### src/rtl/mips_pkg.sv
// mips_pkg: shared opcodes, datapath select encodings, control state enum and control vector
package mips_pkg;
  localparam logic [5:0] OP_R    = 6'b000000;
  localparam logic [5:0] OP_LW   = 6'b100011;
  localparam logic [5:0] OP_SW   = 6'b101011;
  localparam logic [5:0] OP_BEQ  = 6'b000100;
  localparam logic [5:0] OP_J    = 6'b000010;
  localparam logic [5:0] OP_ADDI = 6'b001000;
  localparam logic [5:0] OP_ORI  = 6'b001101;
  localparam logic [1:0] ALU_ADD   = 2'b00;
  localparam logic [1:0] ALU_SUB   = 2'b01;
  localparam logic [1:0] ALU_FUNCT = 2'b10;
  localparam logic [1:0] ALU_OR    = 2'b11;
  localparam logic [1:0] PC_ALU    = 2'b00;
  localparam logic [1:0] PC_BRANCH = 2'b01;
  localparam logic [1:0] PC_JUMP   = 2'b10;
  localparam logic [1:0] PC_REG_A  = 2'b11;
  localparam logic [1:0] SRC_B_REG    = 2'b00;
  localparam logic [1:0] SRC_B_FOUR   = 2'b01;
  localparam logic [1:0] SRC_B_IMM    = 2'b10;
  localparam logic [1:0] SRC_B_IMM_SH = 2'b11;
  typedef enum logic [3:0] {
    S_FETCH, S_DECODE, S_MEM_ADDR, S_MEM_RD, S_MEM_WB, S_MEM_WR,
    S_R_EXEC, S_R_WB, S_I_EXEC, S_I_WB, S_BRANCH, S_JUMP
  } state_t;
  typedef struct packed {
    logic       mem_read;
    logic       mem_write;
    logic       i_or_d;
    logic       ir_write;
    logic       pc_en;
    logic [1:0] pc_source;
    logic       alu_src_a;
    logic [1:0] alu_src_b;
    logic [1:0] alu_op;
    logic       reg_write;
    logic       reg_dst;
    logic       mem_to_reg;
    logic       illegal_op;
  } ctrl_t;
  function automatic logic legal_op(input logic [5:0] op);
    return op inside {OP_R, OP_LW, OP_SW, OP_BEQ, OP_J, OP_ADDI, OP_ORI};
  endfunction
endpackage

### src/rtl/multicycle_control_if.sv
// multicycle_control_if: controller <-> datapath/memory control bundle
interface multicycle_control_if;
  logic [5:0] opcode;
  logic       jr;
  logic       zero;
  logic       mem_ready;
  logic       mem_read;
  logic       mem_write;
  logic       i_or_d;
  logic       ir_write;
  logic       pc_en;
  logic [1:0] pc_source;
  logic       alu_src_a;
  logic [1:0] alu_src_b;
  logic [1:0] alu_op;
  logic       reg_write;
  logic       reg_dst;
  logic       mem_to_reg;
  logic       illegal_op;
  modport master (
    input  opcode, jr, zero, mem_ready,
    output mem_read, mem_write, i_or_d, ir_write, pc_en, pc_source,
           alu_src_a, alu_src_b, alu_op, reg_write, reg_dst, mem_to_reg, illegal_op
  );
  modport slave (
    output opcode, jr, zero, mem_ready,
    input  mem_read, mem_write, i_or_d, ir_write, pc_en, pc_source,
           alu_src_a, alu_src_b, alu_op, reg_write, reg_dst, mem_to_reg, illegal_op
  );
endinterface

### src/rtl/multicycle_control_ctrl_decode.sv
// ctrl_decode: combinational state -> datapath control vector
module ctrl_decode import mips_pkg::*; (
  input  state_t     state,
  input  logic [5:0] opcode,
  input  logic       mem_ready,
  input  logic       jr,
  input  logic       zero,
  output ctrl_t      ctrl
);
  // every field defaults to 0; each state raises only what it needs
  always_comb begin
    ctrl = '0;
    case (state)
      S_FETCH: begin
        ctrl.mem_read  = 1'b1;
        ctrl.alu_src_b = SRC_B_FOUR;
        ctrl.ir_write  = mem_ready;
        ctrl.pc_en     = mem_ready;
      end
      S_DECODE: begin
        ctrl.alu_src_b  = SRC_B_IMM_SH;
        ctrl.illegal_op = !legal_op(opcode);
      end
      S_MEM_ADDR: begin
        ctrl.alu_src_a = 1'b1;
        ctrl.alu_src_b = SRC_B_IMM;
      end
      S_MEM_RD: begin
        ctrl.mem_read = 1'b1;
        ctrl.i_or_d   = 1'b1;
      end
      S_MEM_WB: begin
        ctrl.reg_write  = 1'b1;
        ctrl.mem_to_reg = 1'b1;
      end
      S_MEM_WR: begin
        ctrl.mem_write = 1'b1;
        ctrl.i_or_d    = 1'b1;
      end
      S_R_EXEC: begin
        ctrl.alu_src_a = 1'b1;
        ctrl.alu_op    = ALU_FUNCT;
        ctrl.pc_en     = jr;
        ctrl.pc_source = jr ? PC_REG_A : PC_ALU;
      end
      S_R_WB: begin
        ctrl.reg_write = 1'b1;
        ctrl.reg_dst   = 1'b1;
      end
      S_I_EXEC: begin
        ctrl.alu_src_a = 1'b1;
        ctrl.alu_src_b = SRC_B_IMM;
        ctrl.alu_op    = opcode == OP_ORI ? ALU_OR : ALU_ADD;
      end
      S_I_WB: ctrl.reg_write = 1'b1;
      S_BRANCH: begin
        ctrl.alu_src_a = 1'b1;
        ctrl.alu_op    = ALU_SUB;
        ctrl.pc_source = PC_BRANCH;
        ctrl.pc_en     = zero;
      end
      S_JUMP: begin
        ctrl.pc_source = PC_JUMP;
        ctrl.pc_en     = 1'b1;
      end
      default: ;
    endcase
  end
endmodule

### src/rtl/multicycle_control.sv
// multicycle_control: multi-cycle MIPS control FSM with memory stall handshake and retire counter
module multicycle_control import mips_pkg::*; #(
  parameter int CNT_W = 32
) (
  input  logic             clk,
  input  logic             rst_n,
  multicycle_control_if.master bus,
  output logic [3:0]       state,
  output logic [CNT_W-1:0] retired
);
  state_t cur, nxt;
  ctrl_t  ctrl;
  logic   retire;
  ctrl_decode u_decode (
    .state    (cur),
    .opcode   (bus.opcode),
    .mem_ready(bus.mem_ready),
    .jr       (bus.jr),
    .zero     (bus.zero),
    .ctrl     (ctrl)
  );
  assign bus.mem_read   = ctrl.mem_read;
  assign bus.mem_write  = ctrl.mem_write;
  assign bus.i_or_d     = ctrl.i_or_d;
  assign bus.ir_write   = ctrl.ir_write;
  assign bus.pc_en      = ctrl.pc_en;
  assign bus.pc_source  = ctrl.pc_source;
  assign bus.alu_src_a  = ctrl.alu_src_a;
  assign bus.alu_src_b  = ctrl.alu_src_b;
  assign bus.alu_op     = ctrl.alu_op;
  assign bus.reg_write  = ctrl.reg_write;
  assign bus.reg_dst    = ctrl.reg_dst;
  assign bus.mem_to_reg = ctrl.mem_to_reg;
  assign bus.illegal_op = ctrl.illegal_op;
  assign state          = cur;
  // next state: memory states hold until mem_ready, decode dispatches on opcode
  always_comb begin
    nxt = S_FETCH;
    case (cur)
      S_FETCH:    nxt = bus.mem_ready ? S_DECODE : S_FETCH;
      S_DECODE:   nxt = (bus.opcode == OP_LW || bus.opcode == OP_SW) ? S_MEM_ADDR :
                        bus.opcode == OP_R ? S_R_EXEC :
                        (bus.opcode == OP_ADDI || bus.opcode == OP_ORI) ? S_I_EXEC :
                        bus.opcode == OP_BEQ ? S_BRANCH :
                        bus.opcode == OP_J ? S_JUMP : S_FETCH;
      S_MEM_ADDR: nxt = bus.opcode == OP_LW ? S_MEM_RD : S_MEM_WR;
      S_MEM_RD:   nxt = bus.mem_ready ? S_MEM_WB : S_MEM_RD;
      S_MEM_WR:   nxt = bus.mem_ready ? S_FETCH : S_MEM_WR;
      S_R_EXEC:   nxt = bus.jr ? S_FETCH : S_R_WB;
      S_I_EXEC:   nxt = S_I_WB;
      default:    nxt = S_FETCH;
    endcase
  end
  // decode only returns to fetch on an illegal opcode, which is not a retirement
  assign retire = nxt == S_FETCH && cur != S_FETCH && cur != S_DECODE;
  // state register and retired-instruction counter
  always_ff @(posedge clk or negedge rst_n)
    if (!rst_n) begin
      cur     <= S_FETCH;
      retired <= '0;
    end else begin
      cur <= nxt;
      if (retire) retired <= retired + CNT_W'(1);
    end
endmodule
### src/flat_wrapper.sv
// flat-port wrapper written by rule: the top's interface ports become plain ports
module multicycle_control_flat import mips_pkg::*;
#(
  parameter int CNT_W = 32
)
  (clk, rst_n, state, retired, bus_opcode, bus_jr, bus_zero, bus_mem_ready, bus_mem_read, bus_mem_write, bus_i_or_d, bus_ir_write, bus_pc_en, bus_pc_source, bus_alu_src_a, bus_alu_src_b, bus_alu_op, bus_reg_write, bus_reg_dst, bus_mem_to_reg, bus_illegal_op);
  multicycle_control_if bus_i ();
  input  logic clk;
  input  logic rst_n;
  output logic [3:0] state;
  output logic [CNT_W-1:0] retired;
  input wire logic [$bits(bus_i.opcode)-1:0] bus_opcode;
  input wire logic [$bits(bus_i.jr)-1:0] bus_jr;
  input wire logic [$bits(bus_i.zero)-1:0] bus_zero;
  input wire logic [$bits(bus_i.mem_ready)-1:0] bus_mem_ready;
  output wire logic [$bits(bus_i.mem_read)-1:0] bus_mem_read;
  output wire logic [$bits(bus_i.mem_write)-1:0] bus_mem_write;
  output wire logic [$bits(bus_i.i_or_d)-1:0] bus_i_or_d;
  output wire logic [$bits(bus_i.ir_write)-1:0] bus_ir_write;
  output wire logic [$bits(bus_i.pc_en)-1:0] bus_pc_en;
  output wire logic [$bits(bus_i.pc_source)-1:0] bus_pc_source;
  output wire logic [$bits(bus_i.alu_src_a)-1:0] bus_alu_src_a;
  output wire logic [$bits(bus_i.alu_src_b)-1:0] bus_alu_src_b;
  output wire logic [$bits(bus_i.alu_op)-1:0] bus_alu_op;
  output wire logic [$bits(bus_i.reg_write)-1:0] bus_reg_write;
  output wire logic [$bits(bus_i.reg_dst)-1:0] bus_reg_dst;
  output wire logic [$bits(bus_i.mem_to_reg)-1:0] bus_mem_to_reg;
  output wire logic [$bits(bus_i.illegal_op)-1:0] bus_illegal_op;
  assign bus_i.opcode = bus_opcode;
  assign bus_i.jr = bus_jr;
  assign bus_i.zero = bus_zero;
  assign bus_i.mem_ready = bus_mem_ready;
  assign bus_mem_read = bus_i.mem_read;
  assign bus_mem_write = bus_i.mem_write;
  assign bus_i_or_d = bus_i.i_or_d;
  assign bus_ir_write = bus_i.ir_write;
  assign bus_pc_en = bus_i.pc_en;
  assign bus_pc_source = bus_i.pc_source;
  assign bus_alu_src_a = bus_i.alu_src_a;
  assign bus_alu_src_b = bus_i.alu_src_b;
  assign bus_alu_op = bus_i.alu_op;
  assign bus_reg_write = bus_i.reg_write;
  assign bus_reg_dst = bus_i.reg_dst;
  assign bus_mem_to_reg = bus_i.mem_to_reg;
  assign bus_illegal_op = bus_i.illegal_op;
  multicycle_control #(.CNT_W(CNT_W)) u_core (.clk(clk), .rst_n(rst_n), .bus(bus_i), .state(state), .retired(retired));
endmodule
### config.mk
export PLATFORM = sky130hd
export DESIGN_NAME = multicycle_control_flat
export DESIGN_NICKNAME = d
export VERILOG_FILES = /design/src/rtl/mips_pkg.sv /design/src/rtl/multicycle_control_if.sv /design/src/rtl/multicycle_control_ctrl_decode.sv /design/src/rtl/multicycle_control.sv /design/src/flat_wrapper.sv
export SDC_FILE = /design/constraint.sdc
export NUM_CORES = 1
export LEC_CHECK = 0
export CAP_MARGIN = 5
export CORE_MARGIN = 2
export CORE_UTILIZATION = 50
export CTS_BUF_LIST = sky130_fd_sc_hd__clkbuf_8
export DETAILED_ROUTE_END_ITERATION = 6
export HOLD_SLACK_MARGIN = 0.1
export PLACE_DENSITY = 0.83
export SLEW_MARGIN = 20
export SYNTH_ARGS = -nofsm -noshare
export SYNTH_HDL_FRONTEND = slang
export SYNTH_SLANG_ARGS = --single-unit
### constraint.sdc
create_clock -name clk -period 3.9 [get_ports clk]
set_clock_uncertainty 0.1 [all_clocks]
set_input_delay 0.585 -clock clk [delete_from_list [all_inputs] [get_ports clk]]
set_output_delay 0.585 -clock clk [all_outputs]
set_load 0.01 [all_outputs]
# Word level (Yosys, flattened, before mapping)

Cells that the tools add are included.

Bits in registers: 36
Input bits: 11
Output and inout port bits: 52
Logic and storage cells: 62

Add/subtract/negate cells: 1
Eq/ne operators: 18
Mux-type cells: 26
Reduce and logical (&&, ||, !) cells: 15

Operators by type and width:

| kind                    | number |
|---|---|
| $add A32 B1 Y32 const B | 1 |
| $pmux W4 S7             | 1 |
| $mux W4                 | 5 |
| $pmux W2 S3             | 3 |
| $eq A4 B3 Y1 const B    | 4 |
| $eq A4 B4 Y1 const B    | 4 |
| $eq A6 B4 Y1 const B    | 2 |
| $eq A6 B6 Y1 const B    | 2 |
| $mux W3                 | 4 |
| $mux W1                 | 10 |
| $eq A4 B2 Y1 const B    | 2 |
| $logic_not A4 Y1        | 2 |
| $reduce_bool A7 Y1      | 1 |
| $eq A6 B2 Y1 const B    | 1 |
| $eq A6 B3 Y1 const B    | 1 |
| $logic_not A6 Y1        | 1 |
| $reduce_or A2 Y1        | 3 |
| $eq A4 B1 Y1 const B    | 1 |
| $mux W2                 | 2 |
| $ne A4 B1 Y1 const B    | 1 |
| $pmux W1 S4             | 1 |
| $reduce_bool A4 Y1      | 1 |
| $reduce_or A4 Y1        | 1 |
| $reduce_or A3 Y1        | 1 |
| 3 further kinds         | 5 |

# Logic depth before layout (Yosys ltp)

Depth in word-level cells: 10
Gate-level depth with buffers: 8
Gate-level depth less buffers: 7

# Modules after synthesis

Synthesis repeated with hierarchy kept, for this count alone.

Cells, all modules: 263
Area, all modules: 2570.0 um^2

Modules (own cells, without submodules):

| module             | times used | cells an instance | area an instance (um^2) | seq. area each (um^2) |
|---|---|---|---|---|
| multicycle_control | 1          | 213               | 2230.9                  | 900.9 |
| ctrl_decode        | 1          | 50                | 339.1                   | 0.0 |

# Worst setup path after synthesis

No wires, ideal clock.

Path kind: in2reg
From: input port bus_opcode[3]
To: register u_core.retired[1]
Library setup time: 0.125 ns
Arrival time: 2.355 ns
Data required time: 3.675 ns
Path slack: 1.321 ns
Cell stages on the path: 6
Path buffers: 1
Cell sequence: or4b_2 -> o31a_1 -> a211o_1 -> nand4b_4 -> buf_2 -> mux2_2

Cells in the longest elaborated chain, start to end: 10
Elaborated cells on any way between the ends: 19
Classes of those cells: 6 x eq/ne; 7 x mux; 6 x reduce/logical

Ends and longest elaborated chain:

| element                             | line                     | text |
|---|---|---|
| start, declared                     | flat_wrapper.sv:12       | `input wire logic [$bits(bus_i.opcode)-1:0] bus_opcode;` |
| $eq A6 B2 Y1                        | multicycle_control.sv:45 | `bus.opcode == OP_J ? S_JUMP : S_FETCH;` |
| $mux W4                             | multicycle_control.sv:45 |  |
| $mux W4                             | multicycle_control.sv:44 | `bus.opcode == OP_BEQ ? S_BRANCH :` |
| $mux W4                             | multicycle_control.sv:43 | `(bus.opcode == OP_ADDI \|\| bus.opcode == OP_ORI) ? S_I_EXEC :` |
| $mux W4                             | multicycle_control.sv:42 | `bus.opcode == OP_R ? S_R_EXEC :` |
| $mux W4                             | multicycle_control.sv:41 | `S_DECODE: nxt = (bus.opcode == OP_LW \|\| bus.opcode == OP_SW) ? S_MEM_ADDR :` |
| $pmux W4 S7 *                       | multicycle_control.sv:39 | `case (cur)` |
| $logic_not A4 Y1 *                  | multicycle_control.sv:55 | `assign retire = nxt == S_FETCH && cur != S_FETCH && cur != S_DECODE;` |
| $logic_and A1 B1 Y1 * (2 in series) | multicycle_control.sv:55 |  |
| end signal, assigned                | multicycle_control.sv:63 | `if (retire) retired <= retired + CNT_W'(1);` |
| end, declared                       | multicycle_control.sv:9  | `output logic [CNT_W-1:0] retired` |

Every way passes the cells marked *; elsewhere a longest branch is shown, timed or not.
A chain may end at the register's enable or synchronous reset.

# Worst setup path after layout

From: input port bus_opcode[3]
To: output port bus_illegal_op

Cells in the longest elaborated chain, start to end: 4
Elaborated cells on any way between the ends: 10
Classes of those cells: 6 x eq/ne; 1 x mux; 3 x reduce/logical

Ends and longest elaborated chain:

| element                                    | line                                 | text |
|---|---|---|
| $eq A6 B6 Y1, or another cell as far along | mips_pkg.sv:42                       | `return op inside {OP_R, OP_LW, OP_SW, OP_BEQ, OP_J, OP_ADDI, OP_ORI};` |
| $reduce_bool A7 Y1 *                       | mips_pkg.sv:42                       |  |
| $logic_not A1 Y1 *                         | multicycle_control_ctrl_decode.sv:22 | `ctrl.illegal_op = !legal_op(opcode);` |
| $mux W1 *                                  | multicycle_control_ctrl_decode.sv:13 | `case (state)` |
| end, declared                              | flat_wrapper.sv:28                   | `output wire logic [$bits(bus_i.illegal_op)-1:0] bus_illegal_op;` |

Marks and branches as above.

==> impl_metrics.ini <==
[route]
vias = 1883
wl_microns = 4640
drc = 0
detail_route.first_pass.iterations = 4
first_iter_violations = 118
drt-wirelength-per-cell_microns = 13.4
met1_length_microns = 2200
antenna_left = 0
detail_route.vias_per_cell = 5.44
met3_length_microns = 197
met2_wirelength_microns = 2170
highest_layer = met4

[yosys]
yosysTopAreaCell = dfrtp_1
yosys-top-cells-count = 36 x dfrtp_1, 28 x nor2_1, 26 x xor2_1
yosysSeqAreaShare = 0.422
ys_dominant_reg_cell = dfrtp_1
synthTopCellsByArea = dfrtp_1 42%, xor2_1 11%, nor2_1 4.9%
syn_avg_cell_area_sq_um = 9.09
synth_edf_count = 0
synthDistinctLibCells = 45
synthCells = 235
syn_nets = 247
post-synth-top-count-cell = dfrtp_1
synth_warnings = 0
synth.top_cell.area_share = 0.422
ys_seq_elements = 36
synth_area_sq_um = 2140
ys_async_sr_fraction = 1.00

[cells_and_area]
drive_gt1_frac = 0.0608
nNetsFinal = 308
syn_to_final_growth_pct = 34.0
nFillCells = 334
antennaDiodeCount = 0
final_cells = 346

[place]
portBuffers = 62
dp_hpwl_microns = 3400
dp.cells = 339
gp_congestion = 0.862

[sta]
setup_tns_ns = 0
slew_violations = 0
slew_headroom = 0.592
setup_viol = 0
fin_crit_sh = 0.852
min_period_ns = 3.32
hold_viol = 0
rsz0062_at_grt = no
tightest_slew_ns = 0.612
max_freq_mhz = 301

[power]
swShare = 0.312
pwr-share-seq = 0.463
pwr-share-clk = 0.241
intPower_uw = 676
power_switching_uw = 307
p_leak_nw = 1.28
comb_power_share = 0.296
ir_worst_vdd_v = 0.000245
p_per_area_nw_per_um2 = 343

[setup_path]
critical_path.max_stage_delay_ns = 0.72
ff2ff_setup_slack_ns = 1.04
critPathMaxFanout = 7
worstSetupPathType = in -> out
crit_path_top_delay_cell = or4b_2
worstPathRequired_ns = 3.21
endpoint_kind = output port
cp_data_arrival_time_ns = 2.64
startpoint_type = primary input
crit_chain = clkdlybuf4s50_1 > or4b_2 > o31a_1 > a21oi_1 > nor2_1 > clkdlybuf4s50_1
r2r_end = u_core.retired[21]$_DFFE_PN0P_
cpMostUsedCell = clkdlybuf4s50_1
r2r_start = u_core.state[0]$_DFF_PN0_
r2r_cells = 7

[clocking]
clk_latency_ns = 0.28
cts-buffers-inserted = 5
cts-htree-levels = 2
postCtsHoldBufs = 0
cts-root-buf = clkbuf_8
cts_num_sinks = 36
cts_setup_buffers = 0
cts_tree = built
clkSlewWorstSetupHoldPaths_ns = 0.06
clockBufferDepth = 2
ctsResizeCount = 0

[floorplan]
dieArea_sq_um = 4810
core_sq_um = 4060
die_w_microns = 69.4
dieHeight_microns = 69.4
placement_rows = 23
start_util = 0.526
ios = 63

[hold_path]
min_from = u_core.retired[26]$_DFFE_PN0P_
min_path_cells = 1
hold_path.class = reg -> reg
worstHoldEndpoint = u_core.retired[26]$_DFFE_PN0P_

[global_route]
antenna_found_initial = 0
grt_pass1_wl_microns = 8200
grt_remaining_overflow = 0
grt_max_degree = 37
grt.total_usage = 0.208
grt_pass1_vias = 1746

[flow_run]
cap_violations = 0

[status]
status = completed
==> worst max-delay path by stage <==
stage                                   start                             end  slack, ns  cells after the start
CTS                             bus_opcode[3]                  bus_illegal_op       0.58                      6
floorplan                       bus_opcode[3]   u_core.retired[1]$_DFFE_PN0P_       1.32                      6
global route        u_core.state[3]$_DFF_PN0_                   bus_alu_op[1]       0.50                      6
global placement                bus_opcode[3]                  bus_illegal_op       0.60                      6
detailed placement              bus_opcode[0]  u_core.retired[21]$_DFFE_PN0P_       0.53                      8
finish                          bus_opcode[3]                  bus_illegal_op       0.58                      6
==> cell families (layout without fill, tap and decap cells) <==
kind of cell | count (synthesis) | in the layout | synth area share
mux | 1 | 1 | 0.00527
simple gates | 122 | 122 | 0.317
buf+inv | 18 | 79 | 0.0369
xor+xnor | 32 | 32 | 0.135
compound gates | 25 | 25 | 0.0785
flops | 36 | 36 | 0.422
fa+ha+maj | 1 | 1 | 0.00586
==> layout make-up <==
cell class	instances	area [sq um]	area share
Timing Repair Buffer	64	636	0.222
Multi-Input combinational cell	181	1160	0.404
Clock inverter	2	8.76	0.00306
Inverter	8	30.0	0.0105
Clock buffer	5	68.8	0.0240
Sequential cell	36	901	0.315
Tap cell	50	62.6	0.0219
==> critical path, delay by kind of cell <==
family,cells,cell delay (ns)
compound gates,2,0.28
simple gates,2,0.78
buf+inv,2,0.99
==> cell usage in the layout, fill, tap and decap left out, types with 3 or more instances in the layout <==
cell type        count
and3_1               8
dfrtp_1             36
xor2_1              26
nand4b_1             3
nand4_1              4
or3_1                5
nand3_1              8
clkdlybuf4s50_1     62
nor3b_1              3
nor2_1              28
a21oi_1              9
and2_1               3
nor3_1              19
nand2b_1             4
clkbuf_8             5
xnor2_1              5
inv_1                9
nand2_1             23
==> registers in the layout, indices dropped and copies added, names as in the netlist <==
register	count
u_core.retired	32
u_core.state	4
==> layer usage <==
metal / global-route usage / vias up
li1: - / 939
met1: 0.292 / 893
met2: 0.319 / 44
met3: 0.0509 / 7
met4: 0.0654 / 0
met5: 0 / -
==> metrics by stage <==
stage | hold WS (ns) | cell area [sq um] | util | power (mW) | setup WS (ns)
2_1_floorplan | 0.189 | 2140 | - | 0.606 | 1.32
3_3_place_gp | 0.378 | 2790 | 0.686 | 0.745 | 0.601
3_5_place_dp | 0.375 | 2790 | 0.686 | 0.752 | 0.533
4_1_cts | 0.391 | 2860 | 0.706 | 0.995 | 0.584
5_1_grt | 0.414 | 2860 | 0.706 | 1.05 | 0.504
6_report | 0.390 | 2860 | 0.706 | 0.982 | 0.578
==> power groups by stage <==
stage	combinational, mW	clock (mW)	sequential, mW
final	0.291	0.237	0.455
after detailed placement	0.292	0	0.459
after global placement	0.286	0	0.459
after CTS	0.293	0.248	0.453
after global routing	0.320	0.266	0.461
after floorplan	0.164	0	0.442
Power figures use the tool's default switching activity.
